==> src/rtl/mips_pkg.sv <==
// rtl/mips_pkg.sv - shared datapath widths and select-width helper
//
// Purpose : constants shared by the operand-select pipeline and its users.
//   DATA_W      operand data width
//   REG_ADDR_W  register-address width
//   sel_width() select width for n inputs, never less than 1 bit
package mips_pkg;

    localparam int unsigned DATA_W     = 32;
    localparam int unsigned REG_ADDR_W = 5;

    function automatic int unsigned sel_width(input int unsigned n);
        return (n > 2) ? int'($clog2(n)) : 1;
    endfunction

endpackage

==> src/rtl/pipe_skid_buf.sv <==
// rtl/pipe_skid_buf.sv - two-entry MAIN/SKID register slice with valid/ready handshake
//
// Purpose : registers a stream with full throughput while keeping in_ready
//           purely registered (no path from out_ready to in_ready).
// Ports   :
//   clk, rst_n             clock, asynchronous active-low reset
//   flush                  synchronous discard of both entries
//   in_data/in_valid/in_ready     upstream side
//   out_data/out_valid/out_ready  downstream side (driven by MAIN)
module pipe_skid_buf #(
    parameter int unsigned WIDTH = 32
) (
    input  logic             clk,
    input  logic             rst_n,
    input  logic             flush,
    input  logic [WIDTH-1:0] in_data,
    input  logic             in_valid,
    output logic             in_ready,
    output logic [WIDTH-1:0] out_data,
    output logic             out_valid,
    input  logic             out_ready
);

    logic [WIDTH-1:0] r_main_data;
    logic             r_main_valid;
    logic [WIDTH-1:0] r_skid_data;
    logic             r_skid_valid;

    logic w_accept;
    logic w_xfer;

    // SKID full is the only back-pressure source, so in_ready is a flop output
    assign in_ready  = !r_skid_valid;
    assign out_data  = r_main_data;
    assign out_valid = r_main_valid;

    assign w_accept = in_valid && !r_skid_valid && !flush;
    assign w_xfer   = r_main_valid && out_ready;

    always_ff @(posedge clk or negedge rst_n) begin
        if (!rst_n) begin
            r_main_data  <= '0;
            r_main_valid <= 1'b0;
            r_skid_data  <= '0;
            r_skid_valid <= 1'b0;
        end else if (flush) begin
            // flush wins over any accept or transfer in the same cycle
            r_main_valid <= 1'b0;
            r_skid_valid <= 1'b0;
        end else if (w_xfer) begin
            if (r_skid_valid) begin
                // in_ready is low here, so no accept can collide with the move
                r_main_data  <= r_skid_data;
                r_skid_valid <= 1'b0;
            end else if (w_accept) begin
                r_main_data  <= in_data;
            end else begin
                r_main_valid <= 1'b0;
            end
        end else if (w_accept) begin
            if (!r_main_valid) begin
                r_main_data  <= in_data;
                r_main_valid <= 1'b1;
            end else begin
                r_skid_data  <= in_data;
                r_skid_valid <= 1'b1;
            end
        end
    end

endmodule

==> src/rtl/operand_sel_pipe.sv <==
// rtl/operand_sel_pipe.sv - registered N-way operand select with range check and skid buffer
//
// Purpose : selects one of NUM_IN packed inputs, flags out-of-range selects
//           with a sticky error, and registers the result through pipe_skid_buf.
// Ports   :
//   clk, rst_n                 clock, asynchronous active-low reset
//   in_data                    NUM_IN packed inputs, input i at [i*WIDTH +: WIDTH]
//   sel                        binary select sampled with in_data
//   in_valid/in_ready          upstream handshake
//   flush                      discard held items and clear sel_err
//   out_data/out_valid/out_ready  downstream handshake
//   sel_err                    sticky: an out-of-range select was accepted
module operand_sel_pipe
    import mips_pkg::*;
#(
    parameter  int unsigned WIDTH  = DATA_W,
    parameter  int unsigned NUM_IN = 4,
    localparam int unsigned SEL_W  = sel_width(NUM_IN)
) (
    input  logic                    clk,
    input  logic                    rst_n,
    input  logic [NUM_IN*WIDTH-1:0] in_data,
    input  logic [SEL_W-1:0]        sel,
    input  logic                    in_valid,
    output logic                    in_ready,
    input  logic                    flush,
    output logic [WIDTH-1:0]        out_data,
    output logic                    out_valid,
    input  logic                    out_ready,
    output logic                    sel_err
);

    logic [WIDTH-1:0] w_sel_data;
    logic             w_sel_ok;
    logic             w_in_ready;
    logic             w_accept;
    logic             r_sel_err;

    assign w_sel_ok = (32'(sel) < NUM_IN);
    assign w_accept = in_valid && w_in_ready && !flush;
    assign in_ready = w_in_ready;
    assign sel_err  = r_sel_err;

    // slice 0 is the fallback for any select that matches no input
    always_comb begin
        w_sel_data = in_data[WIDTH-1:0];
        for (int i = 1; i < int'(NUM_IN); i++) begin
            if (SEL_W'(i) == sel) begin
                w_sel_data = in_data[i*WIDTH +: WIDTH];
            end
        end
    end

    always_ff @(posedge clk or negedge rst_n) begin
        if (!rst_n) begin
            r_sel_err <= 1'b0;
        end else if (flush) begin
            r_sel_err <= 1'b0;
        end else if (w_accept && !w_sel_ok) begin
            r_sel_err <= 1'b1;
        end
    end

    pipe_skid_buf #(
        .WIDTH (WIDTH)
    ) u_skid (
        .clk       (clk),
        .rst_n     (rst_n),
        .flush     (flush),
        .in_data   (w_sel_data),
        .in_valid  (in_valid),
        .in_ready  (w_in_ready),
        .out_data  (out_data),
        .out_valid (out_valid),
        .out_ready (out_ready)
    );

endmodule

==> config.mk <==
export PLATFORM = sky130hd
export DESIGN_NAME = operand_sel_pipe
export DESIGN_NICKNAME = d
export VERILOG_FILES = /design/src/rtl/mips_pkg.sv /design/src/rtl/pipe_skid_buf.sv /design/src/rtl/operand_sel_pipe.sv
export SDC_FILE = /design/constraint.sdc
export NUM_CORES = 1
export LEC_CHECK = 0
export ABC_AREA = 1
export CORE_UTILIZATION = 26
export DETAILED_ROUTE_END_ITERATION = 10
export PLACE_DENSITY = 0.64
export SYNTH_ARGS = -nofsm -noshare
export SYNTH_HDL_FRONTEND = slang
export SYNTH_SLANG_ARGS = --single-unit
==> constraint.sdc <==
create_clock -name clk -period 1.6 [get_ports clk]
set_input_delay 0.48 -clock clk [delete_from_list [all_inputs] [get_ports clk]]
set_output_delay 0.48 -clock clk [all_outputs]
set_load 0.03 [all_outputs]
==> results.sh, run 1 <==
export IMPL_status="finished, final reports clean"
export IMPL_end_kind="output port"
export IMPL_synth_avg_cell_area_sq_um=6.42
export IMPL_path_delay_family="buffers and inverters"
export IMPL_finalSetupViolations=0
export IMPL_grt_start_max_net_pins=67
export IMPL_layout_common_cells="nand2_1, clkdlybuf4s50_1, nor2_1"
export IMPL_required_ns=1.12
export IMPL_placedInstanceArea_sq_um=6210
export IMPL_worstReg2RegStart="u_skid.r_skid_valid"
export IMPL_ys_seq_area_share_pct=40.3
export IMPL_grt_pass1_wl_mm=21.8
export IMPL_synthMuxAreaShare_pct=0
export IMPL_worstPathCellList="dlygate4sd2_1"
export IMPL_hold_violations=0
export IMPL_wirelength_mm=14.5
export IMPL_critPathKind="reg2out"
export IMPL_place_hpwl_mm=9.51
export IMPL_yosys_area_share_xor_xnor_pct=0
export IMPL_finalCritPeriodShare_pct=97.8
export IMPL_skew_ns=0.00444
export IMPL_worstSetupStartpointType="register"
export IMPL_firstDrtPassIters=4
export IMPL_synth_top_family_by_area="simple AND/OR/NAND/NOR gates"
export IMPL_grt_overflow_total=0
export IMPL_cts_buffers=9
export IMPL_synth_cell_types=19
export IMPL_finalCriticalPeriod_ns=1.56
export IMPL_cp_max_fo=2
export IMPL_die_area_sq_um=16300
export IMPL_via_per_inst=4.44
export IMPL_avgRoutedWirePerCell_microns=14.0
export IMPL_arrival_ns=1.08
export IMPL_synthCells=639
export IMPL_cts_sinks=66
export IMPL_synth_net_count=774
export IMPL_antenna_found_initial=1
export IMPL_ys_warn_count=0
export IMPL_io_buffers=168
export IMPL_synthSimpleGateAreaFrac_pct=42.8
export IMPL_grtUsageTotal_pct=17.3
export IMPL_critPathMaxStageDelay_ns=0.41
export IMPL_synth_area_sq_um=4100
export IMPL_hold_buffers=0
export IMPL_yosys_area_share_adder_pct=0
export IMPL_ys_seq_elements=66
export IMPL_cap_violations=0
export IMPL_antenna_left=0
export IMPL_final_layout_size_suffix_gt1_share_pct=9.59
export IMPL_grt_pass1_vias=4385
export IMPL_r2r_slack_ns=0.17
export IMPL_total_power_mw=6.28
export IMPL_cts_root_buf="clkbuf_16"
export IMPL_clockBufferDepth=2
export IMPL_p_leak_nw=3.43
export IMPL_ir_drop_uv=493
export IMPL_io_pins=170
export IMPL_worstReg2RegEnd="u_skid.r_skid_data[5]"
export IMPL_place_inst=1010
export IMPL_drc=0
export IMPL_crit_path_top_delay_cell="dlygate4sd2_1"
export IMPL_rows=45
export IMPL_place_gp_congestion=0.812
export IMPL_dieHeight_microns=128
export IMPL_synth_compound_area_share_pct=5.28
export IMPL_die_x_microns=128
export IMPL_ff2ff_path_depth=7
export IMPL_crit_buf_inv=1
export IMPL_path_clk_slew_ns=0.05
export IMPL_min_path_type="in2async"
export IMPL_final_cell_area_sq_um=6720
export IMPL_power_density_nw_per_um2=934
export IMPL_drv_slew=0
export IMPL_grt_setup_unrepaired="true"
export IMPL_insertion_delay_ns=0.34
export IMPL_syn_to_final_growth_pct=64.0
export IMPL_vias=4602
export IMPL_drtIter0Drc=220
export IMPL_fin_cells=1036
export IMPL_tns_ns=0
export IMPL_start_util_pct=26.8
export IMPL_fmax_mhz=639
export IMPL_final_nets=954
export IMPL_hold_ws_ns=0.135
export IMPL_htreeDepth=3
export IMPL_tritoncts="built"
export IMPL_core_area_sq_um=15300
export IMPL_final_common_cell="nand2_1"
[how the worst max path moves through the flow]
stage	start	end	slack, ns	depth (start not counted)
after global placement	sel[1]	u_skid.out_data[10]	-0.35	9
after CTS	u_skid.out_data[4]	out_data[4]	0.0008	1
after global routing	out_ready	u_skid.out_data[7]	-0.03	10
final	u_skid.out_data[21]	out_data[21]	0.04	1
after floorplan	u_skid.out_valid	u_skid.out_data[0]	0.23	7
after detailed placement	sel[1]	u_skid.r_skid_data[26]	-0.40	7
[flip-flops by register name, summed over array words and instances, names as in the netlist]
signal / cells
u_skid.out_data: 32
u_skid.out_valid: 1
u_skid.r_skid_data: 32
u_skid.r_skid_valid: 1
[synth_stat cells]
cell / instances / area [sq um]
buf_2: 23 / 115
nand2_2: 3 / 18.8
clkbuf_1: 5 / 18.8
nand2_1: 232 / 871
or2_2: 2 / 12.5
nor2_1: 98 / 368
a31oi_1: 32 / 200
o21ai_0: 2 / 10.0
dfrtp_1: 66 / 1650
buf_4: 5 / 37.5
nand3_2: 1 / 10.0
conb_1: 1 / 3.75
buf_6: 3 / 33.8
nand3_1: 93 / 465
nor2_4: 1 / 11.3
inv_1: 64 / 240
inv_2: 5 / 18.8
o22ai_1: 1 / 6.26
buf_1: 2 / 7.51
[cell families after synthesis]
family / count (synthesis)
other: 1
flip-flops: 66
AND/OR/NAND/NOR: 430
AO/OA/AOI/OAI: 35
buffers and inverters: 107
[stage by stage]
stage	setup slack, ns	util [%]
after floorplan	0.226	-
after global placement	-0.352	40.6
after detailed placement	-0.401	40.6
after CTS	0.000825	42.1
after global routing	-0.0261	43.9
final	0.0354	43.9
[metal layers]
layer  global-route usage (%)  up-vias  routed length, microns
li1                         -     2362                       -
met1                     22.7     2098                    6820
met2                     27.4      129                    6670
met3                     3.64       13                     858
met4                     7.68        0                     187
met5                        0        -                       0
[power breakdown]
part | leakage, nW | switching, mW | internal, mW
combinational | 2.51 | 1.12 | 0.979
clock | 0.133 | 0.722 | 1.08
sequential | 0.788 | 0.255 | 2.12
[final cells by class]
| type | count | area, sq um |
|---|---|---|
| diodes | 1 | 2.50 |
| clock buffers | 13 | 250 |
| clock inverters | 3 | 15.0 |
| fillers | 1579 | 8590 |
| inverters | 69 | 259 |
| multi-input cells | 466 | 2030 |
| flip-flops and latches | 66 | 1650 |
| well taps | 211 | 264 |
| repair buffers | 207 | 2250 |
[repair_timing]
action / CTS / global route
pin swaps: 1 / 2
cloned: 0 / 8
setup buffers: 0 / 1
setup endpoints to repair: 70 / 48
resized for setup: 42 / 34
No activity file was read; power rests on OpenSTA's default activity.
==> run 2: changes to the inputs <==
--- a/config.mk
+++ b/config.mk
@@ -9,6 +9,7 @@
 export CORE_UTILIZATION = 26
 export DETAILED_ROUTE_END_ITERATION = 10
 export PLACE_DENSITY = 0.64
+export SKIP_CTS_REPAIR_TIMING = 1
 export SYNTH_ARGS = -nofsm -noshare
 export SYNTH_HDL_FRONTEND = slang
 export SYNTH_SLANG_ARGS = --single-unit
==> run 2 against run 1 <==
- sequential share of layout area rose by 0.092 points
- largest power group unchanged
- global-route usage hardly changed
- wire length is 4.7% lower
- register-to-register slack better by 0.03 ns
- highest routed layer unchanged
- power grew 0.25%
- combinational power barely moved
==> results.sh, run 2 (synthesis results as in run 1) <==
export IMPL_tns_ns=0
export IMPL_cts_sinks=66
export IMPL_status="finished, final reports clean"
export IMPL_ir_drop_uv=491
export IMPL_finalSetupViolations=0
export IMPL_start_util_pct=26.8
export IMPL_regArea_sq_um=1650
export IMPL_cts_root_buf="clkbuf_16"
export IMPL_post_route_util_pct=43.7
export IMPL_final_nets=949
export IMPL_place_gp_congestion=0.812
export IMPL_wirelength_mm=13.9
export IMPL_rows=45
export IMPL_antenna_left=0
export IMPL_p_leak_nw=3.73
export IMPL_grt_start_max_net_pins=67
export IMPL_core_area_sq_um=15300
export IMPL_worstPathCellList="clkdlybuf4s50_1 > nand3_4 > nor2_4 > buf_12 > clkbuf_16 > nor2_1 > a31oi_1"
export IMPL_finalCritPeriodShare_pct=95.0
export IMPL_io_pins=170
export IMPL_final_common_cell="nand2_1"
export IMPL_grtUsageTotal_pct=17.3
export IMPL_final_layout_size_suffix_gt1_share_pct=8.55
export IMPL_cap_violations=0
export IMPL_drv_slew=0
export IMPL_htreeDepth=3
export IMPL_avgRoutedWirePerCell_microns=13.4
export IMPL_total_power_mw=6.29
export IMPL_io_buffers=168
export IMPL_layout_common_cells="nand2_1, clkdlybuf4s50_1, nor2_1"
export IMPL_die_area_sq_um=16300
export IMPL_place_inst=1010
export IMPL_antenna_found_initial=1
export IMPL_clockBufferDepth=2
export IMPL_drtIter0Drc=196
export IMPL_min_path_type="in2async"
export IMPL_cts_buffers=9
export IMPL_fmax_mhz=658
export IMPL_tritoncts="built"
export IMPL_crit_path_top_delay_cell="clkdlybuf4s50_1"
export IMPL_drc=0
export IMPL_place_hpwl_mm=9.51
export IMPL_path_delay_family="buffers and inverters"
export IMPL_end_kind="register"
export IMPL_n_fill_cell=1586
export IMPL_place_ws_ns=-0.401
export IMPL_multi_input_area_sq_um=2010
export IMPL_grt_pass1_wl_mm=21.8
export IMPL_grt_pass1_vias=4370
export IMPL_dieHeight_microns=128
export IMPL_via_per_inst=4.43
export IMPL_firstDrtPassIters=4
export IMPL_vias=4564
export IMPL_power_density_nw_per_um2=940
export IMPL_grt_overflow_total=0
export IMPL_finalCriticalPeriod_ns=1.52
export IMPL_syn_to_final_growth_pct=63.4
export IMPL_die_x_microns=128
export IMPL_critPathMaxStageDelay_ns=0.51
export IMPL_cp_max_fo=8
export IMPL_setup_ws_ns=0.0798
export IMPL_critPathKind="in2reg"
export IMPL_arrival_ns=1.78
export IMPL_skew_ns=0.00451
export IMPL_required_ns=1.86
export IMPL_worstSetupStartpointType="primary input"
export IMPL_crit_buf_inv=3
export IMPL_insertion_delay_ns=0.33
export IMPL_hold_violations=0
export IMPL_path_clk_slew_ns=0.05
export IMPL_fin_cells=1031
run 2: final timing paths:
kind	start	to	slack (ns)	cells after the start
max	in_valid	u_skid.r_skid_data[5]	0.08	7
min	rst_n	u_skid.r_skid_valid	0.15	2
max reg2reg	u_skid.r_skid_valid	u_skid.r_skid_data[5]	0.20	7
min reg2reg	u_skid.out_data[26]	u_skid.out_data[26]	0.48	2
max in group asynchronous	rst_n	u_skid.r_skid_data[15]	1.16	2
min in group clk	u_skid.out_data[26]	u_skid.out_data[26]	0.48	2
run 2: power by group:
part | switching, mW | internal (mW) | leakage, nW
Clock | 0.718 | 1.08 | 0.133
Sequential | 0.247 | 2.12 | 0.788
Combinational | 1.10 | 1.03 | 2.81
Total | 2.06 | 4.23 | 3.73
run 2: routing by layer:
layer | routed length (microns) | up-vias | GRT usage (%)
li1 | - | 2342 | -
met2 | 6220 | 139 | 27.3
met1 | 6460 | 2064 | 22.7
met4 | 294 | 0 | 7.68
met5 | 0 | - | 0
met3 | 889 | 19 | 3.64
run 2: final cells by class:
type	instances	share of cell area, %
Antenna cell	1	0.0374
Clock inverter	3	0.224
Timing Repair Buffer	202	33.5
Sequential cell	66	24.7
Tap cell	211	3.94
Multi-Input combinational cell	466	30.0
Clock buffer	13	3.74
Inverter	69	3.87
run 2: through the flow:
stage	cell area, sq um	hold WS [ns]
2_1_floorplan	4100	0.184
3_3_place_gp	6210	0.462
3_5_place_dp	6210	0.465
4_1_cts	6480	0.160
5_1_grt	6700	0.182
6_report	6700	0.154
==> run 3: changes to the inputs <==
--- a/config.mk
+++ b/config.mk
@@ -10,6 +10,7 @@
 export DETAILED_ROUTE_END_ITERATION = 10
 export PLACE_DENSITY = 0.64
 export SKIP_CTS_REPAIR_TIMING = 1
+export SLEW_MARGIN = 20
 export SYNTH_ARGS = -nofsm -noshare
 export SYNTH_HDL_FRONTEND = slang
 export SYNTH_SLANG_ARGS = --single-unit
==> results of run 3 <==
The final DEF is identical to that of run 2; final timing and power are the same.
